--- config.mk ---
export PLATFORM = sky130hd
export DESIGN_NAME = jtdd_shared_arb
export DESIGN_NICKNAME = d
export VERILOG_FILES = /design/src/rtl/jtdd_shared_arb.sv
export SDC_FILE = /design/constraint.sdc
export NUM_CORES = 1
export LEC_CHECK = 0
export BUFFER_PORTS_ARGS = -buffer_cell sky130_fd_sc_hd__clkbuf_2
export CAP_MARGIN = 20
export CORE_MARGIN = 5
export CORE_UTILIZATION = 33
export CTS_CLUSTER_SIZE = 16
export DETAILED_ROUTE_END_ITERATION = 16
export GPL_ROUTABILITY_DRIVEN = 0
export HOLD_SLACK_MARGIN = 0.03
export PLACE_DENSITY_LB_ADDON = 0.2
export RECOVER_POWER = 25
export SLEW_MARGIN = 15
export SYNTH_ARGS = -nofsm -noshare
export SYNTH_HDL_FRONTEND = slang
export SYNTH_SLANG_ARGS = --single-unit
--- constraint.sdc ---
create_clock -name clk -period 1.5 [get_ports clk]
set_input_delay 0.15 -clock clk [delete_from_list [all_inputs] [get_ports clk]]
set_output_delay 0.15 -clock clk [all_outputs]
set_load 0.1 [all_outputs]
--- src/rtl/jtdd_shared_arb.sv ---
// jtdd_shared_arb: registered grant FSM sharing the 512-byte RAM between main CPU and MCU.
// Optional build macro JTDD_ARB_FAIR_EN bounds how long a holder keeps the grant under contention.
module jtdd_shared_arb #(
    parameter int MAX_HOLD = 16,
    parameter int HW       = 5
) (
    input  logic       clk,
    input  logic       rst,
    input  logic       cen,
    input  logic       mcu_haltn,
    input  logic       cpu_req,
    input  logic       cpu_wrn,
    input  logic [8:0] cpu_addr,
    input  logic [7:0] cpu_dout,
    output logic       cpu_wait,
    output logic       cpu_rd_valid,
    input  logic       mcu_req,
    input  logic       mcu_wrn,
    input  logic [8:0] mcu_addr,
    input  logic [7:0] mcu_dout,
    output logic       mcu_wait,
    output logic       mcu_rd_valid,
    output logic [8:0] ram_addr,
    output logic [7:0] ram_din,
    output logic       ram_we
);
    typedef enum logic [1:0] {IDLE, GNT_CPU, GNT_MCU} state_t;

    state_t state, state_nxt;
    logic   last;
    logic   mreq;
    logic   cpu_gnt;
    logic   mcu_gnt;
    logic   expired;

    if (2**HW <= MAX_HOLD) begin : g_hw_check
        $error("HW too narrow to hold MAX_HOLD");
    end

    assign mreq    = mcu_req & mcu_haltn;
    assign cpu_gnt = state == GNT_CPU;
    assign mcu_gnt = state == GNT_MCU;

`ifdef JTDD_ARB_FAIR_EN
    logic [HW-1:0] hold;
    logic          contended;

    assign expired   = hold >= HW'(MAX_HOLD);
    assign contended = (cpu_gnt & mreq) | (mcu_gnt & cpu_req);

    // Hold counter: restarts with every grant change, counts contended cen cycles and stops at MAX_HOLD
    always_ff @(posedge clk or posedge rst) begin
        if (rst)
            hold <= '0;
        else if (cen)
            hold <= state_nxt != state ? '0 : hold + HW'(contended & ~expired);
    end
`else
    assign expired = 1'b0;
`endif

    // Next grant: round-robin tie break from IDLE, direct handover when the holder releases or expires
    always_comb begin
        state_nxt = state;
        case (state)
            IDLE:    state_nxt = cpu_req & mreq ? (last ? GNT_CPU : GNT_MCU) :
                                 cpu_req ? GNT_CPU : mreq ? GNT_MCU : IDLE;
            GNT_CPU: if (~cpu_req | (expired & mreq)) state_nxt = mreq ? GNT_MCU : IDLE;
            GNT_MCU: if (~mreq | (expired & cpu_req)) state_nxt = cpu_req ? GNT_CPU : IDLE;
            default: state_nxt = IDLE;
        endcase
    end

    // Grant register and last-granted side (0 = CPU, 1 = MCU), both advanced only on cen
    always_ff @(posedge clk or posedge rst) begin
        if (rst) begin
            state <= IDLE;
            last  <= 1'b0;
        end else if (cen) begin
            state <= state_nxt;
            if (state != IDLE && state_nxt != state)
                last <= mcu_gnt;
        end
    end

    // Read data is valid the cycle after a granted read is presented on a cen cycle
    always_ff @(posedge clk or posedge rst) begin
        if (rst) begin
            cpu_rd_valid <= 1'b0;
            mcu_rd_valid <= 1'b0;
        end else begin
            cpu_rd_valid <= cen & cpu_gnt & cpu_req & cpu_wrn;
            mcu_rd_valid <= cen & mcu_gnt & mreq & mcu_wrn;
        end
    end

    // RAM bus follows the granted side (CPU when idle); waits stall any ungranted request
    always_comb begin
        ram_addr = mcu_gnt ? mcu_addr : cpu_addr;
        ram_din  = mcu_gnt ? mcu_dout : cpu_dout;
        ram_we   = cen & ((cpu_gnt & cpu_req & ~cpu_wrn) | (mcu_gnt & mreq & ~mcu_wrn));
        cpu_wait = cpu_req & ~cpu_gnt;
        mcu_wait = mcu_req & ~mcu_gnt;
    end
endmodule

==> summary.txt, run 1 <==
Status
  – Status: finished with violations
  – Failing checks: negative setup slack

Setup path
  – R2r startpoint: state[1]
  – Worst setup endpoint: ram_addr[0]
  – Worst EP required: 1350 ps
  – CP Launch Type: register
  – CP max stage cell: dfrtp_1
  – Crit path launch: state[0]
  – Reg-to-reg endpoint: state[1]
  – R2R Setup Slk: 460 ps
  – CP Capture Type: output pin
  – Worst Path Arrival: 1510 ps
  – Most frequent CP cell: buf_12
  – Crit path max fanout: 10
  – Worst R2R Path Depth: 4
  – Slowest stage delay, CP: 390 ps
  – Worst-path cell chain: nor2b_4 > buf_12 > mux2_2 > buf_12
  – CP Class: reg -> out

Cells and area
  – Commonest non-fill, non-tap cell in the layout: clkbuf_2
  – Diode count: 0
  – Area grow syn2layout: 124%
  – Final nets: 164
  – Reg area: 125 um^2
  – Area of the multi-input gates: 385 um^2
  – Non-filler instance count after layout: 138
  – Most frequent cells in the layout: clkbuf_2 (43), buf_12 (21), mux2_4 (10)
  – Final core occ: 75.4%
  – Fraction of layout instances using a drive strength above 1: 76.0%
  – Post-route cell area: 1260 um^2
  – Fill cell count: 121

Detailed routing
  – Vias per cell: 4.89
  – Initial DRT Pass Iterations: 4
  – Vias: 675
  – DRC: 0
  – Final WL: 1.94 mm
  – Avg WL per Cell: 14.1 um
  – DRT iter0 DRCs: 11
  – Routed Antenna Nets: 0

Clock network
  – H-Tree Depth: 1
  – Clk slew on worst S/H paths: 40 ps
  – TritonCTS clock tree: yes
  – Num CTS Buffers: 3
  – # clock sinks: 5
  – CTS Buffer Depth: 2
  – Clock latency on the worst-skew pair: 250 ps
  – Root Driver: clkbuf_4

Floorplan
  – Core Region: 1670 um^2
  – Row count: 15
  – I/O Pins: 64
  – Die height: 51.3 um
  – Chip width: 51.3 um
  – Die footprint: 2630 um^2
  – Initial Util: 33.6%

Power
  – VDD IR max: 0.000821 V
  – P_leak: 0.638 nW
  – Power per cell area: 1330 nW/um^2

Logic synthesis
  – Synthesized area: 562 um^2
  – Post-Syn Instances: 54
  – Syn_nets: 96
  – Cell variety after synth: 24
  – Post-synthesis sequential area ratio: 22.3%
  – Post-synthesis area per instance: 10.4 um^2
  – Synthesized flop and latch total: 5
  – Warnings from Yosys: 0

STA
  – Fin crit share: 111%
  – Post-route clock skew: 0.459 ps
  – Setup WS post-layout: -159 ps
  – Setup TNS: -2520 ps
  – Max Clock Freq: 0.603 GHz
  – Unrepaired setup endpoints after global routing: yes
  – Final min period: 1660 ps
  – Fin. Hold Viols: 0
  – Final setup violation count: 19
  – Worst slew pin tran: 541 ps
  – Slew Limit Fails: 0
  – Max-slew headroom: 64.1%

Placed design
  – Buffers added on ports: 63
  – Detailed placer's ending HPWL: 1.70 mm
  – Inst Count DP: 132
  – DP Area: 1180 um^2

Global routing
  – GR Overflow Total: 0
  – Largest net degree at the start of global routing: 20
  – First-pass GRT wire length: 3.13 mm
  – Initial antenna violation count: 0
  – Gr usage total: 15.8%
  – Vias in the first global route: 738

Hold path
  – Min-delay worst type: in -> reg

Flow run
  – MaxCap Viol Count: 0
-- state kept, by name, indices dropped and copies added, names as in the netlist --
register,count
last,1
mcu_rd_valid,1
state,2
cpu_rd_valid,1
-- worst max-delay path, delay by kind of cell, from the launching register on --
| kind | cells | cell delay, ps |
|---|---|---|
| buffers and inverters | 2 | 320 |
| multiplexers | 1 | 360 |
| flip-flops | 1 | 390 |
| AND/OR/NAND/NOR | 1 | 180 |
-- timing repair --
action / CTS / global route
hold buffers: 1 / 0
buffers inserted: 0 / 0
resized for setup: 2 / 1
setup endpoints to repair: 19 / 19
pin swaps: 0 / 0
cloned: 0 / 1
endpoints found under the hold margin: 5 / 0
-- how the worst min path moves through the flow --
stage / startpoint / endpoint / depth (start not counted)
2_1_floorplan: rst / cpu_rd_valid / 1
3_3_place_gp: rst / cpu_rd_valid / 2
3_5_place_dp: rst / cpu_rd_valid / 2
4_1_cts: cpu_wrn / cpu_rd_valid / 3
5_1_grt: cpu_wrn / cpu_rd_valid / 3
6_report: cpu_wrn / cpu_rd_valid / 3
-- where the power goes --
group          switching (mW)  total [mW]  leakage (nW)  internal (mW)
logic                   0.802        1.34         0.560          0.533
clock network          0.0580       0.159        0.0150          0.101
registers              0.0221       0.186        0.0636          0.164
total                   0.882        1.68         0.638          0.798
-- final cells by class --
| class | instances | area share, % |
|---|---|---|
| sequential | 5 | 9.94 |
| clock buffer | 4 | 2.09 |
| timing repair buffer | 68 | 54.5 |
| tap | 17 | 1.69 |
| multi-input combinational | 40 | 30.6 |
| inverter | 4 | 1.19 |
-- Yosys cell counts (all sizes together) --
library cell / number / area, um^2
mux2: 17 / 221
dfrtp: 5 / 125
buf: 4 / 53.8
inv: 4 / 15.0
nor2: 4 / 15.0
a21oi: 2 / 10.0
a31oi: 2 / 12.5
nand2: 2 / 7.51
nor2b: 2 / 20.0
a32o: 1 / 10.0
and2: 1 / 6.26
and2b: 1 / 7.51
clkbuf: 1 / 3.75
nand3: 1 / 5.00
nand3b: 1 / 7.51
nor4: 1 / 6.26
o21a: 1 / 7.51
o21ai: 1 / 5.00
o22ai: 1 / 6.26
o2bb2ai: 1 / 8.76
o31ai: 1 / 7.51
-- routing by layer --
layer	up-vias	wire [um]	global-route usage, %
met2	38	1100	28.5
li1	330	-	-
met3	3	216	6.12
met4	0	21	6.55
met1	304	604	16.0
met5	-	0	0
-- per-stage QoR --
step	total power [mW]	hold slack, ps	worst slack, ps
after floorplan	1.07	-71.5	-34.6
after global placement	1.48	29.8	114
after detailed placement	1.49	38.2	98.9
after CTS	1.67	118	-171
after global routing	1.75	133	-214
final	1.68	125	-159
-- logic make-up after synthesis --
| kind of cell | after synthesis | share of synthesized area [%] |
|---|---|---|
| multiplexers | 17 | 39.4 |
| flip-flops | 5 | 22.3 |
| buffers and inverters | 9 | 12.9 |
| AO/OA/AOI/OAI | 10 | 12.0 |
| AND/OR/NAND/NOR | 13 | 13.4 |
(Power assumes the default switching activity.)
==> run 2: changes to the inputs <==
- CTS_BUF_LIST: default -> sky130_fd_sc_hd__clkbuf_16
==> run 2 against run 1 <==
The flow still finishes with violations (negative setup slack); routed wire length up 2.7%; power up 16%; largest cell class unchanged; sequential power about the same; design area grew 4.2%; global-route usage up 0.63 points; core utilization rose by 3.1 points; sequential cell count is the same; maximum frequency rose by 1.0%; critical path type unchanged; critical endpoint unchanged; sequential share of layout area down 0.40 points; clock-buffer cell count fell by 1.
==> summary.txt, run 2 (synthesized netlist as in run 1, its figures left out) <==
Detailed routing
  – Avg WL per Cell: 14.4 um (was 14.1 um)
  – Routed Antenna Nets: 0 (unchanged)
  – DRC: 0 (unchanged)
  – Vias: 665 (was 675)
  – Vias per cell: 4.82 (was 4.89)
  – Final WL: 1.99 mm (was 1.94 mm)
  – Initial DRT Pass Iterations: 4 (unchanged)
  – DRT iter0 DRCs: 5 (was 11)

Global routing
  – First-pass GRT wire length: 3.32 mm (was 3.13 mm)
  – GR Overflow Total: 0 (unchanged)
  – Vias in the first global route: 783 (was 738)
  – Initial antenna violation count: 0 (unchanged)
  – Largest net degree at the start of global routing: 20 (unchanged)
  – Gr usage total: 16.4% (was 15.8%)

STA
  – Max Clock Freq: 0.609 GHz (was 0.603 GHz)
  – Fin. Hold Viols: 0 (unchanged)
  – Setup WS post-layout: -143 ps (was -159 ps)
  – Final setup violation count: 19 (unchanged)
  – Unrepaired setup endpoints after global routing: yes (unchanged)
  – Slew Limit Fails: 0 (unchanged)
  – Max-slew headroom: 64.2% (was 64.1%)
  – Worst slew pin tran: 540 ps (was 541 ps)
  – Fin crit share: 110% (was 111%)
  – Post-route clock skew: 0.175 ps (was 0.459 ps)
  – Final min period: 1640 ps (was 1660 ps)

Clock network
  – Clk slew on worst S/H paths: 30 ps (was 40 ps)
  – H-Tree Depth: 1 (unchanged)
  – Root Driver: clkbuf_16 (was clkbuf_4)
  – Clock latency on the worst-skew pair: 230 ps (was 250 ps)
  – CTS Buffer Depth: 2 (unchanged)
  – Num CTS Buffers: 3 (unchanged)
  – TritonCTS clock tree: yes (unchanged)
  – # clock sinks: 5 (unchanged)

Placed design
  – Detailed placer's ending HPWL: 1.70 mm (unchanged)
  – Inst Count DP: 132 (unchanged)
  – Buffers added on ports: 63 (unchanged)

Power
  – P_leak: 0.666 nW (was 0.638 nW)
  – Power per cell area: 1490 nW/um^2 (was 1330 nW/um^2)
  – Sw power: 0.913 mW (was 0.882 mW)
  – Clock Power Share: 22.1% (was 9.4%)
  – Switching part of the total: 46.7% (was 52.5%)
  – Pwr Total: 1.96 mW (was 1.68 mW)
  – Seq pwr share: 9.6% (was 11.1%)
  – Combinational fraction of design power: 68.3% (was 79.5%)
  – VDD IR max: 0.000831 V (was 0.000821 V)
  – Internal power: 1.04 mW (was 0.798 mW)

Cells and area
  – Area grow syn2layout: 133% (was 124%)
  – Commonest non-fill, non-tap cell in the layout: clkbuf_2 (unchanged)
  – Final core occ: 78.5% (was 75.4%)
  – Biggest register: state (unchanged)
  – Final nets: 164 (unchanged)
  – Most frequent cells in the layout: clkbuf_2 (43), buf_12 (21), mux2_4 (10) (unchanged)
  – Fill cell count: 112 (was 121)
  – Area of the multi-input gates: 385 um^2 (unchanged)
  – Fraction of layout instances using a drive strength above 1: 76.0% (unchanged)
  – Non-filler instance count after layout: 138 (unchanged)
  – Max FFs per register: 2 (unchanged)
  – Diode count: 0 (unchanged)
  – Reg area: 125 um^2 (unchanged)

Setup path
  – CP Class: reg -> out (unchanged)
  – Crit path max fanout: 10 (unchanged)
  – CP Launch Type: register (unchanged)
  – CP Capture Type: output pin (unchanged)
  – Worst EP required: 1350 ps (about the same)
  – Worst Path Arrival: 1490 ps (was 1510 ps)

Floorplan
  – Initial Util: 33.6% (unchanged)
  – Chip width: 51.3 um (unchanged)
  – Core Region: 1670 um^2 (unchanged)
  – I/O Pins: 64 (unchanged)
  – Row count: 15 (unchanged)
  – Die footprint: 2630 um^2 (unchanged)
  – Die height: 51.3 um (unchanged)

Status
  – Status: finished with violations (unchanged)
  – Failing checks: negative setup slack (unchanged)

Hold path
  – Min-delay worst type: in -> reg (unchanged)

Flow run
  – MaxCap Viol Count: 0 (unchanged)
[run 2: cell count changes in the layout (fill, tap and decap cells not counted), sizes merged]
cell / previous run / this run
clkbuf: 48 / 47
inv: 4 / 5
[run 2: worst paths after layout]
kind                          start            to  slack [ps]  cells past startpoint
max in group asynchronous       rst      state[1]         980                      3
max reg2reg                state[0]  mcu_rd_valid         440                      4
min                         cpu_wrn  cpu_rd_valid         150                      3
min in group asynchronous       rst  cpu_rd_valid         360                      3
min reg2reg                    last          last         530                      1
max                        state[0]   ram_addr[0]        -140                      4
[run 2: power by group through the flow]
stage          logic [mW]  registers [mW]  clock network (mW)
6_report             1.34           0.188               0.433
5_1_grt              1.39           0.192               0.451
4_1_cts              1.32           0.188               0.437
3_5_place_dp         1.31           0.187                   0
3_3_place_gp         1.29           0.187                   0
2_1_floorplan       0.878           0.193                   0
[run 2: cell type report]
class / count / share of cell area, %
clock inverter: 1 / 0.286
multi-input combinational: 40 / 29.4
inverter: 4 / 1.15
timing repair buffer: 68 / 52.3
tap: 17 / 1.62
clock buffer: 3 / 5.73
sequential: 5 / 9.54
[run 2: per-layer routing]
metal  wire, um  vias to the layer above  global-route usage [%]
met5          0                        -                       0
met4          0                        0                    3.49
li1           -                      330                       -
met3        186                        0                    6.12
met2       1160                       33                    30.5
met1        645                      302                    17.5
[run 2: metrics by stage]
stage	TNS [ps]	cell area, um^2	hold slack [ps]	setup slack (ps)
3_5_place_dp	0	1180	38.2	98.9
3_3_place_gp	0	1180	29.8	114
6_report	-2230	1310	149	-143
2_1_floorplan	-34.6	569	-71.5	-34.6
4_1_cts	-2120	1280	147	-151
5_1_grt	-2890	1310	175	-182
[run 2: what timing repair did]
action                                 CTS  global route
setup endpoints to repair               18            19
setup buffers                            0             0
hold buffers                             1             0
cloned                                   0             1
pin swaps                                0             0
endpoints found under the hold margin    5             0
gates resized for setup                  2             1
[run 2: critical path, stage by stage (launching register included)]
cell	delay, ps
dfrtp_1	400
nor2b_4	180
buf_12	150
mux2_2	360
buf_12	170
==> run 3: changes to the inputs <==
- ABC_CLOCK_PERIOD_IN_PS: default -> 1500
- BUFFER_PORTS_ARGS: -buffer_cell sky130_fd_sc_hd__clkbuf_2 -> -buffer_cell sky130_fd_sc_hd__buf_2
==> run 3 against run 2 <==
The run still ends with negative setup slack left; worst setup slack worse by 28 ps; cell count rose by 1.4%; combinational power is 4% higher; critical path depth rose by 1; highest routed layer is now met4.
==> summary.txt, run 3 (synthesized netlist as in run 1, its figures left out) <==
Status
  – Status: finished with violations (unchanged)
  – Failing checks: negative setup slack (unchanged)

Floorplan
  – I/O Pins: 64 (unchanged)
  – Initial Util: 33.6% (unchanged)
  – Chip width: 51.3 um (unchanged)
  – Row count: 15 (unchanged)
  – Core Region: 1670 um^2 (unchanged)
  – Die height: 51.3 um (unchanged)
  – Die footprint: 2630 um^2 (unchanged)

Cells and area
  – Most frequent cells in the layout: buf_2 (43), buf_12 (21), mux2_4 (17) (was clkbuf_2 (43), buf_12 (21), mux2_4 (10))
  – Area of the multi-input gates: 420 um^2 (was 385 um^2)
  – Diode count: 0 (unchanged)
  – Final core occ: 81.6% (was 78.5%)
  – Fraction of layout instances using a drive strength above 1: 76.4% (was 76.0%)
  – Fill cell count: 91 (was 112)
  – Max FFs per register: 2 (unchanged)
  – Reg area: 125 um^2 (unchanged)
  – Commonest non-fill, non-tap cell in the layout: buf_2 (was clkbuf_2)
  – Final nets: 166 (was 164)
  – Area grow syn2layout: 143% (was 133%)
  – Non-filler instance count after layout: 140 (was 138)
  – Biggest register: state (unchanged)
  – Post-route cell area: 1360 um^2 (was 1310 um^2)

STA
  – Slew Limit Fails: 0 (unchanged)
  – Setup TNS: -2940 ps (was -2230 ps)
  – Post-route clock skew: 0.257 ps (was 0.175 ps)
  – Final min period: 1670 ps (was 1640 ps)
  – Unrepaired setup endpoints after global routing: yes (unchanged)
  – Final setup violation count: 19 (unchanged)
  – Worst slew pin tran: 485 ps (was 540 ps)
  – Fin crit share: 111% (was 110%)
  – Max-slew headroom: 67.9% (was 64.2%)
  – Fin. Hold Viols: 0 (unchanged)
  – Setup WS post-layout: -171 ps (was -143 ps)
  – Max Clock Freq: 0.599 GHz (was 0.609 GHz)

Detailed routing
  – Routed Antenna Nets: 0 (unchanged)
  – DRC: 0 (unchanged)
  – DRT iter0 DRCs: 8 (was 5)
  – Vias per cell: 5.05 (was 4.82)
  – Initial DRT Pass Iterations: 4 (unchanged)
  – Vias: 707 (was 665)
  – Avg WL per Cell: 17.0 um (was 14.4 um)
  – Final WL: 2.39 mm (was 1.99 mm)

Setup path
  – Stages on worst setup path: 5 (was 4)
  – Crit path max fanout: 9 (was 10)
  – Slowest stage delay, CP: 400 ps (about the same)
  – R2R Setup Slk: 470 ps (was 440 ps)
  – CP Launch Type: register (unchanged)
  – Worst-path cell chain: nor2b_4 > buf_4 > buf_16 > mux2_4 > buf_12 (was nor2b_4 > buf_12 > mux2_2 > buf_12)
  – Worst Path Arrival: 1520 ps (was 1490 ps)
  – Worst R2R Path Depth: 3 (was 4)
  – Worst EP required: 1350 ps (about the same)
  – CP Capture Type: output pin (unchanged)
  – CP Class: reg -> out (unchanged)
  – Reg-to-reg endpoint: state[0] (was mcu_rd_valid)
  – CP delay by family, top: buffers and inverters (was flip-flops)
  – R2r startpoint: state[1] (was state[0])
  – CP max stage cell: dfrtp_1 (unchanged)
  – CP bufs+invs: 3 (was 2)

Clock network
  – Clk slew on worst S/H paths: 30 ps (about the same)
  – Num CTS Buffers: 3 (unchanged)
  – H-Tree Depth: 1 (unchanged)
  – CTS Buffer Depth: 2 (unchanged)
  – Root Driver: clkbuf_16 (unchanged)
  – Clock latency on the worst-skew pair: 230 ps (about the same)
  – # clock sinks: 5 (unchanged)
  – TritonCTS clock tree: yes (unchanged)

Placed design
  – Buffers added on ports: 63 (unchanged)
  – Detailed placer's ending HPWL: 1.49 mm (was 1.70 mm)
  – Inst Count DP: 132 (unchanged)
  – DP Area: 1050 um^2 (was 1180 um^2)

Hold path
  – Hold path start: cpu_wrn (unchanged)
  – Min-delay worst type: in -> reg (unchanged)
  – Hold EP: cpu_rd_valid (unchanged)
  – Hold path cells: 3 (unchanged)

Power
  – P_leak: 0.696 nW (was 0.666 nW)
  – Power per cell area: 1480 nW/um^2 (was 1490 nW/um^2)
  – VDD IR max: 0.00129 V (was 0.000831 V)

Flow run
  – MaxCap Viol Count: 0 (unchanged)

Global routing
  – Vias in the first global route: 766 (was 783)
  – Gr usage total: 20.0% (was 16.4%)
  – Initial antenna violation count: 0 (unchanged)
  – First-pass GRT wire length: 3.68 mm (was 3.32 mm)
  – Largest net degree at the start of global routing: 10 (was 20)
  – GR Overflow Total: 0 (unchanged)
==> run 3: layout make-up <==
type,instances,area share (%)
timing repair buffer,70,51.6
multi-input combinational,40,30.8
sequential,5,9.17
clock buffer,3,5.50
tap,17,1.56
inverter,4,1.10
clock inverter,1,0.275
==> run 3: worst min-delay path: cells and delay by family <==
kind	cells	cell delay (ps)
and+or+nand+nor	2	100
buffers and inverters	1	100
==> run 3: per-layer routing <==
metal	GRT usage (%)	part of all wire, %	up-vias
li1	-	-	329
met1	20.7	33	327
met5	0	0	-
met3	7.87	8.8	6
met4	10.0	2.9	0
met2	34.8	56	45
==> run 3: power by group <==
group / switching (mW) / internal, mW
Combinational: 0.828 / 0.567
Clock: 0.0899 / 0.345
Sequential: 0.0239 / 0.164
Total: 0.942 / 1.08
==> run 3: how the worst max path moves through the flow <==
stage | endpoint | startpoint
finish | ram_din[2] | state[0]
global route | ram_din[7] | state[0]
CTS | ram_din[0] | state[0]
detailed placement | ram_addr[4] | state[0]
global placement | ram_din[6] | state[0]
floorplan | cpu_wait | state[0]
==> run 3: repair_timing <==
action | in CTS | in global routing
buffers inserted | 2 | 0
resized for setup | 47 | 1
pin swaps | 1 | 1
endpoints found under the hold margin | 5 | 0
gates cloned | 1 | 0
hold buffers | 1 | 0
endpoints found under the setup margin | 18 | 19
==> run 3: per-stage QoR <==
stage / total power, mW / hold WS (ps) / worst slack [ps]
global placement: 1.34 / 53.6 / 30.1
detailed placement: 1.35 / 58.9 / 8.73
global route: 2.09 / 171 / -216
finish: 2.02 / 161 / -171
CTS: 2.00 / 161 / -141
floorplan: 1.07 / -71.5 / -34.6
